### config.mk
export PLATFORM = sky130hd
export DESIGN_NAME = i2c_master_ctrl
export DESIGN_NICKNAME = d
export VERILOG_FILES = /design/src/rtl/i2c_master_ctrl.sv
export SDC_FILE = /design/constraint.sdc
export NUM_CORES = 1
export LEC_CHECK = 0
export ABC_AREA = 1
export CAP_MARGIN = 20
export CORE_UTILIZATION = 45
export CTS_BUF_LIST = sky130_fd_sc_hd__clkbuf_4
export DETAILED_ROUTE_END_ITERATION = 7
export PLACE_DENSITY = 0.71
export SLEW_MARGIN = 10
export SYNTH_ARGS = -nofsm -noshare
export SYNTH_HDL_FRONTEND = slang
export SYNTH_SLANG_ARGS = --single-unit
export TNS_END_PERCENT = 5
### constraint.sdc
create_clock -name CLK -period 5.3 [get_ports CLK]
set_clock_uncertainty 0.2 [all_clocks]
set_input_delay 1.06 -clock CLK [delete_from_list [all_inputs] [get_ports CLK]]
set_output_delay 1.06 -clock CLK [all_outputs]
set_load 0.03 [all_outputs]
### src/rtl/i2c_master_ctrl.sv
// Single-register I2C master: one command becomes START, {dev,0}, reg, then wdata or a read of one byte, then STOP.
// Latency: write 116*QUARTER+1 cycles, read 156*QUARTER+1 cycles (160*QUARTER+1 when reads use STOP+START).
// Backpressure: iStart is honoured only while oBusy=0; commands offered while busy or during DONE are dropped.
// Build option I2C_MASTER_REPSTART_EN: defined = reads use a repeated START; undefined = reads use STOP then START.
module i2c_master_ctrl #(
  parameter int QUARTER = 5
) (
  input  logic       CLK,
  input  logic       RST_N,
  input  logic       iStart,
  input  logic       iRW,
  input  logic [6:0] iDevAddr,
  input  logic [7:0] iRegAddr,
  input  logic [7:0] iWData,
  output logic       oBusy,
  output logic       oDone,
  output logic       oAckErr,
  output logic [7:0] oRData,
  output logic       SCL,
  input  logic       iSDA,
  output logic       oSDA
);

  localparam int QW = (QUARTER > 1) ? $clog2(QUARTER) : 1;
  localparam logic [QW-1:0] QLAST = QW'(QUARTER - 1);

  typedef enum logic [3:0] {
    IDLE, START, TX_BYTE, RX_ACK, RESTART, RX_BYTE, TX_ACK, STOP, DONE
  } stateT;

  stateT         state;
  logic [QW-1:0] qCnt;      // CLK cycles within the current quarter
  logic [1:0]    phase;     // quarter within the bit slot (Q0..Q3)
  logic [2:0]    bitCnt;    // bits left in the current byte, 7 -> 0
  logic [1:0]    byteIdx;   // 0 = {dev,0}, 1 = reg, 2 = wdata or {dev,1}
  logic          rwLat;
  logic [6:0]    devLat;
  logic [7:0]    regLat;
  logic [7:0]    wdLat;
  logic [7:0]    txShift;
  logic [7:0]    rxShift;
  logic          ackBit;    // SDA captured at the end of Q2 of the current slot
  logic          nackSeen;
  logic          again;     // STOP is followed by a fresh START for the read address

  // Line levels {SCL, oSDA} for a quarter of a given state; d is the data bit for TX_BYTE.
  // SCL is high in Q2/Q3 of every data/ack slot; START/RESTART/STOP have their own edge patterns.
  function automatic logic [1:0] busLines(input stateT st, input logic [1:0] ph, input logic d);
    logic hi;
    hi = ph[1];
    case (st)
      START:   busLines = (ph == 2'd0) ? 2'b11 : (ph == 2'd1) ? 2'b10 : 2'b00;
      RESTART: busLines = (ph == 2'd0) ? 2'b01 : (ph == 2'd1) ? 2'b11 :
                          (ph == 2'd2) ? 2'b10 : 2'b00;
      STOP:    busLines = (ph == 2'd0) ? 2'b00 : (ph == 2'd1) ? 2'b10 : 2'b11;
      TX_BYTE: busLines = {hi, d};
      RX_ACK, RX_BYTE, TX_ACK: busLines = {hi, 1'b1};
      default: busLines = 2'b11;
    endcase
  endfunction

  // Command latch, quarter/bit sequencing and registered bus outputs; line levels for a quarter
  // are loaded on the edge that starts it, so SCL/oSDA never lag the state.
  always_ff @(posedge CLK or negedge RST_N) begin
    if (!RST_N) begin
      state    <= IDLE;
      qCnt     <= '0;
      phase    <= '0;
      bitCnt   <= '0;
      byteIdx  <= '0;
      rwLat    <= 1'b0;
      devLat   <= '0;
      regLat   <= '0;
      wdLat    <= '0;
      txShift  <= '0;
      rxShift  <= '0;
      ackBit   <= 1'b1;
      nackSeen <= 1'b0;
      again    <= 1'b0;
      oBusy    <= 1'b0;
      oDone    <= 1'b0;
      oAckErr  <= 1'b0;
      oRData   <= '0;
      SCL      <= 1'b1;
      oSDA     <= 1'b1;
    end else begin
      case (state)
        IDLE: begin
          if (iStart) begin
            rwLat    <= iRW;
            devLat   <= iDevAddr;
            regLat   <= iRegAddr;
            wdLat    <= iWData;
            state    <= START;
            qCnt     <= '0;
            phase    <= 2'd0;
            byteIdx  <= 2'd0;
            nackSeen <= 1'b0;
            again    <= 1'b0;
            oBusy    <= 1'b1;
            oAckErr  <= 1'b0;
            {SCL, oSDA} <= busLines(START, 2'd0, 1'b1);
          end
        end

        DONE: begin
          state <= IDLE;
          oDone <= 1'b0;
          oBusy <= 1'b0;
        end

        default: begin
          if (qCnt != QLAST) begin
            qCnt <= qCnt + 1'b1;
          end else begin
            qCnt <= '0;
            // Last CLK of Q2: SCL has been high for a full quarter, the line is settled.
            if (phase == 2'd2) begin
              ackBit <= iSDA;
              if (state == RX_BYTE) rxShift <= {rxShift[6:0], iSDA};
            end
            if (phase != 2'd3) begin
              phase <= phase + 2'd1;
              {SCL, oSDA} <= busLines(state, phase + 2'd1, txShift[7]);
            end else begin
              phase <= 2'd0;
              case (state)
                START: begin
                  state   <= TX_BYTE;
                  bitCnt  <= 3'd7;
                  txShift <= {devLat, byteIdx[1]};
                  {SCL, oSDA} <= busLines(TX_BYTE, 2'd0, devLat[6]);
                end

                TX_BYTE: begin
                  if (bitCnt == 3'd0) begin
                    state <= RX_ACK;
                    {SCL, oSDA} <= busLines(RX_ACK, 2'd0, 1'b1);
                  end else begin
                    bitCnt  <= bitCnt - 3'd1;
                    txShift <= {txShift[6:0], 1'b0};
                    {SCL, oSDA} <= busLines(TX_BYTE, 2'd0, txShift[6]);
                  end
                end

                RX_ACK: begin
                  if (ackBit) begin
                    nackSeen <= 1'b1;
                    state    <= STOP;
                    {SCL, oSDA} <= busLines(STOP, 2'd0, 1'b1);
                  end else begin
                    case (byteIdx)
                      2'd0: begin
                        byteIdx <= 2'd1;
                        state   <= TX_BYTE;
                        bitCnt  <= 3'd7;
                        txShift <= regLat;
                        {SCL, oSDA} <= busLines(TX_BYTE, 2'd0, regLat[7]);
                      end
                      2'd1: begin
                        if (rwLat) begin
`ifdef I2C_MASTER_REPSTART_EN
                          state <= RESTART;
                          {SCL, oSDA} <= busLines(RESTART, 2'd0, 1'b1);
`else
                          state <= STOP;
                          again <= 1'b1;
                          {SCL, oSDA} <= busLines(STOP, 2'd0, 1'b1);
`endif
                        end else begin
                          byteIdx <= 2'd2;
                          state   <= TX_BYTE;
                          bitCnt  <= 3'd7;
                          txShift <= wdLat;
                          {SCL, oSDA} <= busLines(TX_BYTE, 2'd0, wdLat[7]);
                        end
                      end
                      2'd2: begin
                        if (rwLat) begin
                          state  <= RX_BYTE;
                          bitCnt <= 3'd7;
                          {SCL, oSDA} <= busLines(RX_BYTE, 2'd0, 1'b1);
                        end else begin
                          state <= STOP;
                          {SCL, oSDA} <= busLines(STOP, 2'd0, 1'b1);
                        end
                      end
                      default: begin
                        state <= STOP;
                        {SCL, oSDA} <= busLines(STOP, 2'd0, 1'b1);
                      end
                    endcase
                  end
                end

                RESTART: begin
                  byteIdx <= 2'd2;
                  state   <= TX_BYTE;
                  bitCnt  <= 3'd7;
                  txShift <= {devLat, 1'b1};
                  {SCL, oSDA} <= busLines(TX_BYTE, 2'd0, devLat[6]);
                end

                RX_BYTE: begin
                  if (bitCnt == 3'd0) begin
                    state <= TX_ACK;
                    {SCL, oSDA} <= busLines(TX_ACK, 2'd0, 1'b1);
                  end else begin
                    bitCnt <= bitCnt - 3'd1;
                    {SCL, oSDA} <= busLines(RX_BYTE, 2'd0, 1'b1);
                  end
                end

                TX_ACK: begin
                  state <= STOP;
                  {SCL, oSDA} <= busLines(STOP, 2'd0, 1'b1);
                end

                STOP: begin
                  if (again) begin
                    again   <= 1'b0;
                    byteIdx <= 2'd2;
                    state   <= START;
                    {SCL, oSDA} <= busLines(START, 2'd0, 1'b1);
                  end else begin
                    state   <= DONE;
                    oDone   <= 1'b1;
                    oAckErr <= nackSeen;
                    if (rwLat && !nackSeen) oRData <= rxShift;
                    {SCL, oSDA} <= 2'b11;
                  end
                end

                default: begin
                  state <= IDLE;
                  {SCL, oSDA} <= 2'b11;
                end
              endcase
            end
          end
        end
      endcase
    end
  end

endmodule

# [Word-level counts from Yosys, hierarchy flattened]
# Cells that the tools add are included.
[totals] reg_bits=70 inputBits=28 output_inout_bits=13
[op_classes] n_mux=84 reduce_logical=35 eq_ne=39 n_addsub=3 n_bitwise=6
[ops] operator="$pmux 8 s4" n=1
[ops] operator="$mux 2" n=15
[ops] operator="$mux 1" n=29
[ops] operator="$pmux 3 s3" n=3
[ops] operator="$mux 3" n=8
[ops] operator="$mux 4" n=6
[ops] operator="$mux 8" n=3
[ops] operator="$pmux 4 s6" n=1
[ops] operator="$reduce_and 6->1" n=3
[ops] operator="$reduce_and 9->1" n=2
[ops] operator="$eq 4x3->1 const B" n=4
[ops] operator="$pmux 1 s2" n=8
[ops] operator="$pmux 8 s2" n=1
[ops] operator="$reduce_and 8->1" n=2
[ops] operator="$ne 3x3->1 const B" n=5
[ops] operator="$ne 2x1->1 const B" n=6
[ops] operator="$pmux 2 s2" n=3
[ops] operator="$ne 2x2->1 const B" n=5
[ops] operator="$pmux 2 s5" n=1
[ops] operator="$reduce_and 5->1" n=2
[ops] operator="$reduce_bool 2->1" n=5
[ops] operator="$ne 3x1->1 const B" n=3
[ops] operator="$eq 4x2->1 const B" n=2
[ops] operator="$ne 4x2->1 const B" n=2
[ops] operator="other kinds (29)" n=47

# [Depth between registers and ports, before layout]
# Gate-level depths: netlist of the first run.
[logic_depth] depth_word=9 mapped_depth=12 ltp_nobuf=12

# [Worst setup path before layout of the first run]
# Ideal clock, no wire load.
[synth_timing] kind="in2reg" start="input port iStart" end="register byteIdx[1]" path_buffers=0 setup_ps=126 stages=7 arrival_ps=1606 slack_ps=3367 path_cell_list="nand2_4 > nand2_2 > inv_2 > nor2_2 > nand3_1 > nand2_1 > o21ai_1"
[synth_between] elab_chain_cells=2
[synth_rtl] element="start, declared" line_no="10" text="input logic iStart,"
[synth_rtl] element="$ne 2x2->1 (no source line)"
[synth_rtl] element="$reduce_and 9->1 (no source line)"
[synth_rtl] element="end signal, assigned" line_no="70" text="byteIdx <= '0;"
[synth_rtl] element="end signal, assigned" line_no="97" text="byteIdx <= 2'd0;"
[synth_rtl] element="end signal, assigned" line_no="154" text="byteIdx <= 2'd1;"
[synth_rtl] element="end, declared" line_no="35" text="logic [1:0] byteIdx;"
# Every way passes these cells.
# A chain may end at the register's enable or synchronous reset.

# [Worst setup path after layout of the first run]
[layout_timing] start="register oSDA" end="output port oSDA"
[layout_rtl] element="start, declared" line_no="21" text="output logic oSDA"
[layout_rtl] element="start signal, assigned" line_no="102" text="{SCL, oSDA} <= busLines(START, 2'd0, 1'b1);"
[layout_rtl] element="start signal, assigned" line_no="124" text="{SCL, oSDA} <= busLines(state, phase + 2'd1, txShift[7]);"
[layout_rtl] element="start signal, assigned" line_no="132" text="{SCL, oSDA} <= busLines(TX_BYTE, 2'd0, devLat[6]);"
# No word-level cell between the ends.

==> results.sh, run 1 <==
export IMPL_status="completed"
export IMPL_tns_ns=0
export IMPL_muxShareOfSynthArea_pct=0
export IMPL_synthSimpleGateAreaFrac_pct=26.2
export IMPL_p_leak_nw=2.09
export IMPL_synth_compound_area_share_pct=14.7
export IMPL_critPathCapture="oSDA"
export IMPL_wl_met2_um=3860
export IMPL_ioPinCount=41
export IMPL_required_ns=4.04
export IMPL_overflow=0
export IMPL_cts_tree="built"
export IMPL_grt_max_degree=47
export IMPL_cp_num_buf_inv=1
export IMPL_row_count=32
export IMPL_worstSetupStartpointType="register"
export IMPL_cts_resized=0
export IMPL_maxCapViolCount=0
export IMPL_rsz0062_at_grt="false"
export IMPL_path_max_fanout=2
export IMPL_criticalPathCategory="register to primary output"
export IMPL_dpl_instance_area_um2=4110
export IMPL_wl_um=8170
export IMPL_synth_cells=461
export IMPL_gp_congestion=0.934
export IMPL_drc_errors=0
export IMPL_portBuffers=40
export IMPL_r2r_end="txShift[2]"
export IMPL_cts_root_buf="clkbuf_4"
export IMPL_cts_htree_levels=3
export IMPL_synth_avg_cell_area_um2=7.87
export IMPL_hold_viol_final=0
export IMPL_setup_viol=0
export IMPL_clock_sinks=70
export IMPL_first_global_vias=2965
export IMPL_slowest_delay_ns=0.68
export IMPL_wl_per_cell_um=13.3
export IMPL_async_flop_share_pct=100
export IMPL_power_mw=1.99
export IMPL_grt_first_pass_wirelength_um=14000
export IMPL_fp_dieArea_um2=8420
export IMPL_netlist_area_um2=3630
export IMPL_startpoint="oSDA"
export IMPL_hp_class="register to register"
export IMPL_syn_nets=495
export IMPL_synth_edf_count=0
export IMPL_power_density_nw_per_um2=467
export IMPL_nNetsFinal=540
export IMPL_synth_seq_cells=70
export IMPL_path_depth=1
export IMPL_cts_buffer_depth=2
export IMPL_ys_flop_type="dfrtp_1"
export IMPL_r2r_start="qCnt[0]"
export IMPL_postCtsSetupRepairBufs=0
export IMPL_start_util_pct=46.7
export IMPL_antenna_found_initial=0
export IMPL_fin_crit_sh_pct=55.0
export IMPL_synth_xor_area_share_pct=0.483
export IMPL_vias_per_cell=4.92
export IMPL_dr_max_layer_used="met4"
export IMPL_cp_arrival_ns=1.66
export IMPL_worstPathCellList="clkdlybuf4s50_1"
export IMPL_area_growth_pct=17.4
export IMPL_max_freq_ghz=0.343
export IMPL_peakVddDrop_uv=200
export IMPL_grt_usage_pct=21.3
export IMPL_ys_warn_count=0
export IMPL_period_needed_ns=2.92
export IMPL_r2r_cells=10
export IMPL_path_delay_family="buffers and inverters"
export IMPL_insertedDiodeCount=0
export IMPL_routed_wl_met3_um=245
export IMPL_setup_ws_ns=2.38
export IMPL_die_y_um=91.8
export IMPL_drive_gt1_share_pct=12.2
export IMPL_synth_top_cell_by_area="dfrtp_1"
export IMPL_yosysMostFrequentCell="nand2_1"
export IMPL_cpMaxStageDelayCell="clkdlybuf4s50_1"
export IMPL_fp_dieW_um=91.8
export IMPL_stdcell_area_um2=4260
export IMPL_synth_top_family_by_area="simple AND/OR/NAND/NOR gates"
export IMPL_slew_viol_final=0
export IMPL_dr_total_vias=3008
export IMPL_hold_buffers=0
export IMPL_path_clk_slew_ns=0.12
export IMPL_met1_length_um=3900
export IMPL_synth_top_area_share_pct=46.2
export IMPL_regToRegSetupSlack_ns=3.09
export IMPL_preCtsSetupSlack_ns=2.57
export IMPL_hpwlAfterDp_um=6000
export IMPL_ant_nets=0
export IMPL_dr_pass1_iters=4
export IMPL_endpoint_kind="primary output"
export IMPL_synthTopCellsByArea="dfrtp_1 (46%), nand2_1 (15%), inv_1 (5.9%)"
export IMPL_cts_buffers=9
export IMPL_synth_fa_ha_area_share_pct=2.07
export IMPL_insertion_delay_ns=0.42
export IMPL_n_fill_cell=741
export IMPL_first_iter_violations=142
export IMPL_tightest_slew_ns=0.615
export IMPL_yosys_cell_types_count=31
export IMPL_timing_slew_headroom_pct=58.9
export IMPL_synthTopCellsByCount="nand2_1 (146), dfrtp_1 (67), inv_1 (57), o21ai_0 (34), nor2_1 (32)"
export IMPL_core_um2=7770
export IMPL_yosysSeqAreaShare_pct=48.4
[state kept, by name, summed over array words and instances, names as in the netlist, 3 cells and up]
name     flops
devLat       7
qCnt         3
wdLat        8
state        4
rxShift      8
txShift      8
regLat       8
bitCnt       3
oRData       8
[layout by cell type (no fill, tap or decap), types with 2 or more instances in the layout]
cell type	n
a21oi_1	20
dfstp_2	3
o21ai_2	10
o21ai_0	34
inv_1	57
nor2_2	7
o211ai_1	9
o31ai_1	2
dfrtp_1	67
nand3_1	14
clkdlybuf4s50_1	39
clkinv_4	2
inv_2	8
clkbuf_4	9
ha_1	6
nand2_4	3
nor2_4	3
nand2_2	8
nand2_1	146
nor2_1	32
o21ai_1	14
[final cells by class]
type / instances / area [um^2] / area share, %
well taps: 102 / 128 / 3.00
multi-input cells: 318 / 1580 / 37.0
flip-flops and latches: 70 / 1760 / 41.2
repair buffers: 42 / 423 / 9.93
clock buffers: 9 / 67.6 / 1.59
inverters: 65 / 244 / 5.73
clock inverters: 6 / 63.8 / 1.50
[how the worst min path moves through the flow]
stage	to	startpoint	depth (start not counted)
floorplan	regLat[0]	regLat[0]	2
global placement	regLat[3]	regLat[3]	2
CTS	regLat[3]	regLat[3]	2
global route	regLat[0]	regLat[0]	2
finish	regLat[3]	regLat[3]	2
detailed placement	regLat[3]	regLat[3]	2
[report_power, final]
part	switching (mW)	total, mW	internal, mW
combinational	0.574	0.859	0.285
sequential	0.107	0.795	0.688
clock	0.195	0.335	0.140
[layer usage]
metal  global-route usage, %  up-vias
li1                        -     1551
met5                       0        -
met3                    2.82       13
met4                    9.24        0
met1                    28.3     1391
met2                    35.0       53
[cell families after synthesis]
group	after synthesis
buffers and inverters	73
AOI/OAI and AO/OA	92
xor gates and xnor gates	2
adders and majority gates	6
DFF	70
and+or+nand+nor	218
[through the flow]
step                utilization (%)  hold WS, ns  std cells
global route                   54.8        0.308        612
floorplan                         -        0.244        461
CTS                            54.6        0.292        611
detailed placement             52.9        0.260        596
finish                         54.8        0.289        612
global placement               52.9        0.260        596
(Power assumes the default switching activity.)
==> run 2, diff against run 1 <==
Settings changed: PLACE_DENSITY 0.71 to 0.74.
Clock period 5.3 ns to 2.45 ns, I/O delays scaled along.
==> run 2 against run 1 <==
Effect of this change: count of clock-buffer cells in the layout is the same; die area is the same; sequential power grew 120%; setup slack lost 2.3 ns; combinational power grew 120%; flip-flop and latch count is the same; non-clock buffer count grew 2; critical endpoint unchanged; largest cell class unchanged.
==> results.sh, run 2 (synthesis gave the netlist of run 1 again) <==
export IMPL_die_y_um=91.8
export IMPL_netSwitchingPower_mw=1.90
export IMPL_routed_wl_met3_um=401
export IMPL_overflow=0
export IMPL_gp_congestion=0.910
export IMPL_mostFrequentLayoutCells="nand2_1 (146), dfrtp_1 (67), inv_1 (57), clkdlybuf4s50_1 (39), o21ai_0 (34)"
export IMPL_setup_viol=0
export IMPL_area_growth_pct=18.5
export IMPL_endpoint_kind="primary output"
export IMPL_hp_class="register to register"
export IMPL_dr_pass1_iters=5
export IMPL_p_comb_share_pct=42.2
export IMPL_dr_max_layer_used="met4"
export IMPL_path_delay_family="buffers and inverters"
export IMPL_r2r_cells=10
export IMPL_cpMaxStageDelayCell="clkdlybuf4s50_1"
export IMPL_rsz0062_at_grt="false"
export IMPL_clock_sinks=70
export IMPL_path_max_fanout=2
export IMPL_preCtsSetupSlack_ns=0.276
export IMPL_nNetsFinal=542
export IMPL_hold_path_depth=2
export IMPL_layout_commonest_cell="nand2_1"
export IMPL_timing_slew_headroom_pct=66.5
export IMPL_fp_dieW_um=91.8
export IMPL_power_density_nw_per_um2=1030
export IMPL_met1_length_um=3810
export IMPL_grt_first_pass_wirelength_um=13800
export IMPL_first_global_vias=2914
export IMPL_cts_root_buf="clkbuf_4"
export IMPL_n_fill_cell=778
export IMPL_worstSetupStartpointType="register"
export IMPL_period_needed_ns=2.33
export IMPL_criticalPathCategory="register to primary output"
export IMPL_cp_num_buf_inv=1
export IMPL_antenna_found_initial=0
export IMPL_seqCellArea_um2=1760
export IMPL_cp_arrival_ns=1.64
export IMPL_hpwlAfterDp_um=5860
export IMPL_drive_gt1_share_pct=12.3
export IMPL_vias_per_cell=5.07
export IMPL_postCtsSetupRepairBufs=0
export IMPL_wl_met2_um=3800
export IMPL_fin_crit_sh_pct=95.1
export IMPL_insertedDiodeCount=0
export IMPL_cts_htree_levels=3
export IMPL_portBuffers=40
export IMPL_ioPinCount=41
export IMPL_cts_tree="built"
export IMPL_setup_ws_ns=0.120
export IMPL_dr_total_vias=3112
export IMPL_cts_buffers=9
export IMPL_hold_viol_final=0
export IMPL_row_count=32
export IMPL_insertion_delay_ns=0.41
export IMPL_clockPowerShare_pct=18.9
export IMPL_p_sw_share_pct=43.0
export IMPL_tightest_slew_ns=0.502
export IMPL_status="completed"
export IMPL_p_int_mw=2.51
export IMPL_first_iter_violations=149
export IMPL_slew_viol_final=0
export IMPL_wl_per_cell_um=13.2
export IMPL_core_um2=7770
export IMPL_path_depth=1
export IMPL_grt_max_degree=71
export IMPL_tns_ns=0
export IMPL_fp_dieArea_um2=8420
export IMPL_p_leak_nw=2.11
export IMPL_drc_errors=0
export IMPL_slowest_delay_ns=0.66
export IMPL_cts_buffer_depth=2
export IMPL_worstPathCellList="clkdlybuf4s50_1"
export IMPL_grt_usage_pct=20.9
export IMPL_regToRegSetupSlack_ns=0.30
export IMPL_maxCapViolCount=0
export IMPL_start_util_pct=46.7
export IMPL_seq_power_share_pct=38.9
export IMPL_multi_input_area_um2=1580
export IMPL_required_ns=1.76
export IMPL_wl_um=8130
export IMPL_max_freq_ghz=0.429
export IMPL_ant_nets=0
export IMPL_peakVddDrop_uv=436
export IMPL_path_clk_slew_ns=0.13
==> run 2: cell count changes in the layout (fill, tap and decap cells not counted) <==
| cell | change |
|---|---|
| dlygate4sd3_1 | +1 |
| bufinv_16 | +1 |
| clkinv_4 | -1 |
| buf_4 | +1 |
| clkinvlp_4 | -1 |
| inv_6 | +1 |
==> run 2: per-stage QoR <==
stage	utilization, %	cells	total power, mW	hold slack (ns)	cell area [um^2]
global route	55.3	614	4.77	0.313	4300
floorplan	-	461	3.07	-0.00559	3630
detailed placement	53.2	598	3.58	0.260	4130
finish	55.3	614	4.41	0.286	4300
CTS	55.3	614	4.41	0.293	4300
global placement	53.2	598	3.53	0.258	4130
==> run 2: routing by layer <==
layer	up-vias	track usage, %
li1	1564	-
met1	1440	29.5
met2	96	32.9
met3	12	3.73
met4	0	6.25
met5	-	0
==> run 2: layout make-up <==
class | instances | share of cell area (%)
flip-flops and latches | 70 | 40.8
multi-input cells | 318 | 36.7
repair buffers | 44 | 10.2
inverters | 65 | 5.68
well taps | 102 | 2.97
clock inverters | 6 | 2.01
clock buffers | 9 | 1.57
==> run 2: path summary, 6_finish.rpt <==
kind / start / to
max in group asynchronous: RST_N / ackBit
max: oSDA / oSDA
max reg2reg: state[3] / byteIdx[1]
min reg2reg: regLat[5] / regLat[5]
min: regLat[5] / regLat[5]
min in group asynchronous: RST_N / again
==> run 2: what timing repair did <==
action	in CTS	in global routing
endpoints found under the hold margin	67	0
resized for setup	0	0
setup endpoints to repair	0	0
hold buffers	1	0
==> run 2: power groups by stage <==
| stage | registers (mW) | logic [mW] | clock network (mW) |
|---|---|---|---|
| 6_report | 1.71 | 1.86 | 0.834 |
| 5_1_grt | 1.75 | 2.12 | 0.905 |
| 4_1_cts | 1.71 | 1.85 | 0.842 |
| 3_5_place_dp | 1.74 | 1.84 | 0 |
| 3_3_place_gp | 1.72 | 1.80 | 0 |
| 2_1_floorplan | 1.71 | 1.36 | 0 |
==> run 3, diff against run 2 <==
Settings changed: CORE_UTILIZATION 45 to 40, PLACE_DENSITY 0.74 to 0.67.
==> run 3 against run 2 <==
Effect of this change: via count down 1.7%; global-route usage down 1.9 points; first-iteration DRC count up 47%; final area up 0.35%; utilization down 6.1 points; highest routed layer unchanged; critical endpoint unchanged; critical path depth unchanged; total power up 0.23%; largest cell class unchanged; sequential power about the same.
==> results.sh, run 3 (synthesis gave the netlist of run 1 again) <==
export IMPL_drive_gt1_share_pct=12.5
export IMPL_gp_congestion=0.915
export IMPL_worstPathCellList="clkdlybuf4s50_1"
export IMPL_dr_pass1_iters=4
export IMPL_path_depth=1
export IMPL_setup_viol=0
export IMPL_grt_usage_pct=19.0
export IMPL_cpMaxStageDelayCell="clkdlybuf4s50_1"
export IMPL_r2r_cells=6
export IMPL_slew_viol_final=0
export IMPL_critPathCapture="oSDA"
export IMPL_portBuffers=40
export IMPL_cp_arrival_ns=1.63
export IMPL_insertion_delay_ns=0.42
export IMPL_cts_resized=0
export IMPL_cts_htree_levels=3
export IMPL_first_global_vias=3057
export IMPL_maxCapViolCount=0
export IMPL_row_count=34
export IMPL_post_route_util_pct=49.2
export IMPL_mostFrequentLayoutCells="nand2_1 (146), dfrtp_1 (67), inv_1 (57), clkdlybuf4s50_1 (39), o21ai_0 (34)"
export IMPL_regToRegSetupSlack_ns=0.41
export IMPL_clock_sinks=70
export IMPL_cts_root_buf="clkbuf_4"
export IMPL_nNetsFinal=543
export IMPL_ant_nets=0
export IMPL_required_ns=1.76
export IMPL_slowest_delay_ns=0.66
export IMPL_hold_path_depth=2
export IMPL_ioPinCount=41
export IMPL_start_util_pct=41.4
export IMPL_layout_commonest_cell="nand2_1"
export IMPL_rsz0062_at_grt="false"
export IMPL_die_y_um=97.2
export IMPL_hp_class="register to register"
export IMPL_overflow=0
export IMPL_path_clk_slew_ns=0.12
export IMPL_path_delay_family="buffers and inverters"
export IMPL_antenna_found_initial=0
export IMPL_r2r_end="regLat[7]"
export IMPL_grt_max_degree=71
export IMPL_power_density_nw_per_um2=1020
export IMPL_startpoint="oSDA"
export IMPL_tns_ns=0
export IMPL_period_needed_ns=2.32
export IMPL_area_growth_pct=18.9
export IMPL_wl_per_cell_um=13.4
export IMPL_cts_buffers=9
export IMPL_timing_slew_headroom_pct=62.2
export IMPL_cts_buffer_depth=2
export IMPL_hold_viol_final=0
export IMPL_max_freq_ghz=0.431
export IMPL_hpwlAfterDp_um=5890
export IMPL_stdcell_area_um2=4310
export IMPL_criticalPathCategory="register to primary output"
export IMPL_wl_um=8340
export IMPL_status="completed"
export IMPL_power_mw=4.42
export IMPL_placedCellCount=605
export IMPL_fin_cells=621
export IMPL_first_iter_violations=219
export IMPL_fin_crit_sh_pct=94.6
export IMPL_cts_tree="built"
export IMPL_endpoint_kind="primary output"
export IMPL_grt_first_pass_wirelength_um=14400
export IMPL_core_um2=8760
export IMPL_drc_errors=0
export IMPL_r2r_start="state[1]"
export IMPL_dpl_instance_area_um2=4150
export IMPL_cp_num_buf_inv=1
export IMPL_peakVddDrop_uv=321
export IMPL_fp_dieW_um=97.2
export IMPL_tightest_slew_ns=0.566
export IMPL_vias_per_cell=4.93
export IMPL_path_max_fanout=2
export IMPL_insertedDiodeCount=0
export IMPL_worstSetupStartpointType="register"
export IMPL_p_leak_nw=2.12
export IMPL_fp_dieArea_um2=9450
export IMPL_dr_total_vias=3060
## run 3: cell type report
class	count	area, um^2
multi-input cells	318	1580
repair buffers	45	448
well taps	108	135
clock inverters	6	86.3
fillers	881	4450
inverters	65	244
flip-flops and latches	70	1760
clock buffers	9	67.6
## run 3: where the power goes
group / leakage (nW) / internal, mW / total (mW) / switching, mW
Clock: 0.0838 / 0.409 / 0.834 / 0.425
Combinational: 1.13 / 0.622 / 1.87 / 1.25
Sequential: 0.904 / 1.49 / 1.72 / 0.228
Total: 2.12 / 2.52 / 4.42 / 1.90
## run 3: worst min path at each step
stage	start	to	slack [ns]
after floorplan	RST_N	again	-0.006
after global placement	regLat[4]	regLat[4]	0.26
after detailed placement	regLat[3]	regLat[3]	0.26
after CTS	regLat[3]	regLat[3]	0.29
after global routing	rxShift[0]	rxShift[1]	0.32
final	regLat[5]	regLat[5]	0.29
## run 3: timing repair
item	4_1_cts	5_1_grt
setup buffers	0	0
hold buffers	1	0
hold endpoints to repair	67	0
setup endpoints to repair	0	0
## run 3: through the flow
| stage | setup slack (ns) | hold WS (ns) |
|---|---|---|
| 2_1_floorplan | 0.639 | -0.00559 |
| 3_3_place_gp | 0.436 | 0.259 |
| 3_5_place_dp | 0.350 | 0.260 |
| 4_1_cts | 0.102 | 0.293 |
| 5_1_grt | 0.0683 | 0.320 |
| 6_report | 0.132 | 0.287 |
## run 3: tightest hold or removal path, stage by stage, from the launching register on
cell and delay (ns):
dfrtp_1 0.36, nand2_1 0.05, nand2_1 0.05
## run 3: metal layers
layer  vias up  GRT usage [%]  part of all wire [%]
met3        14           3.31                   4.9
li1       1557              -                     -
met4         0           7.92                   1.9
met5         -              0                     0
met2        82           30.3                    45
met1      1407           25.6                    48
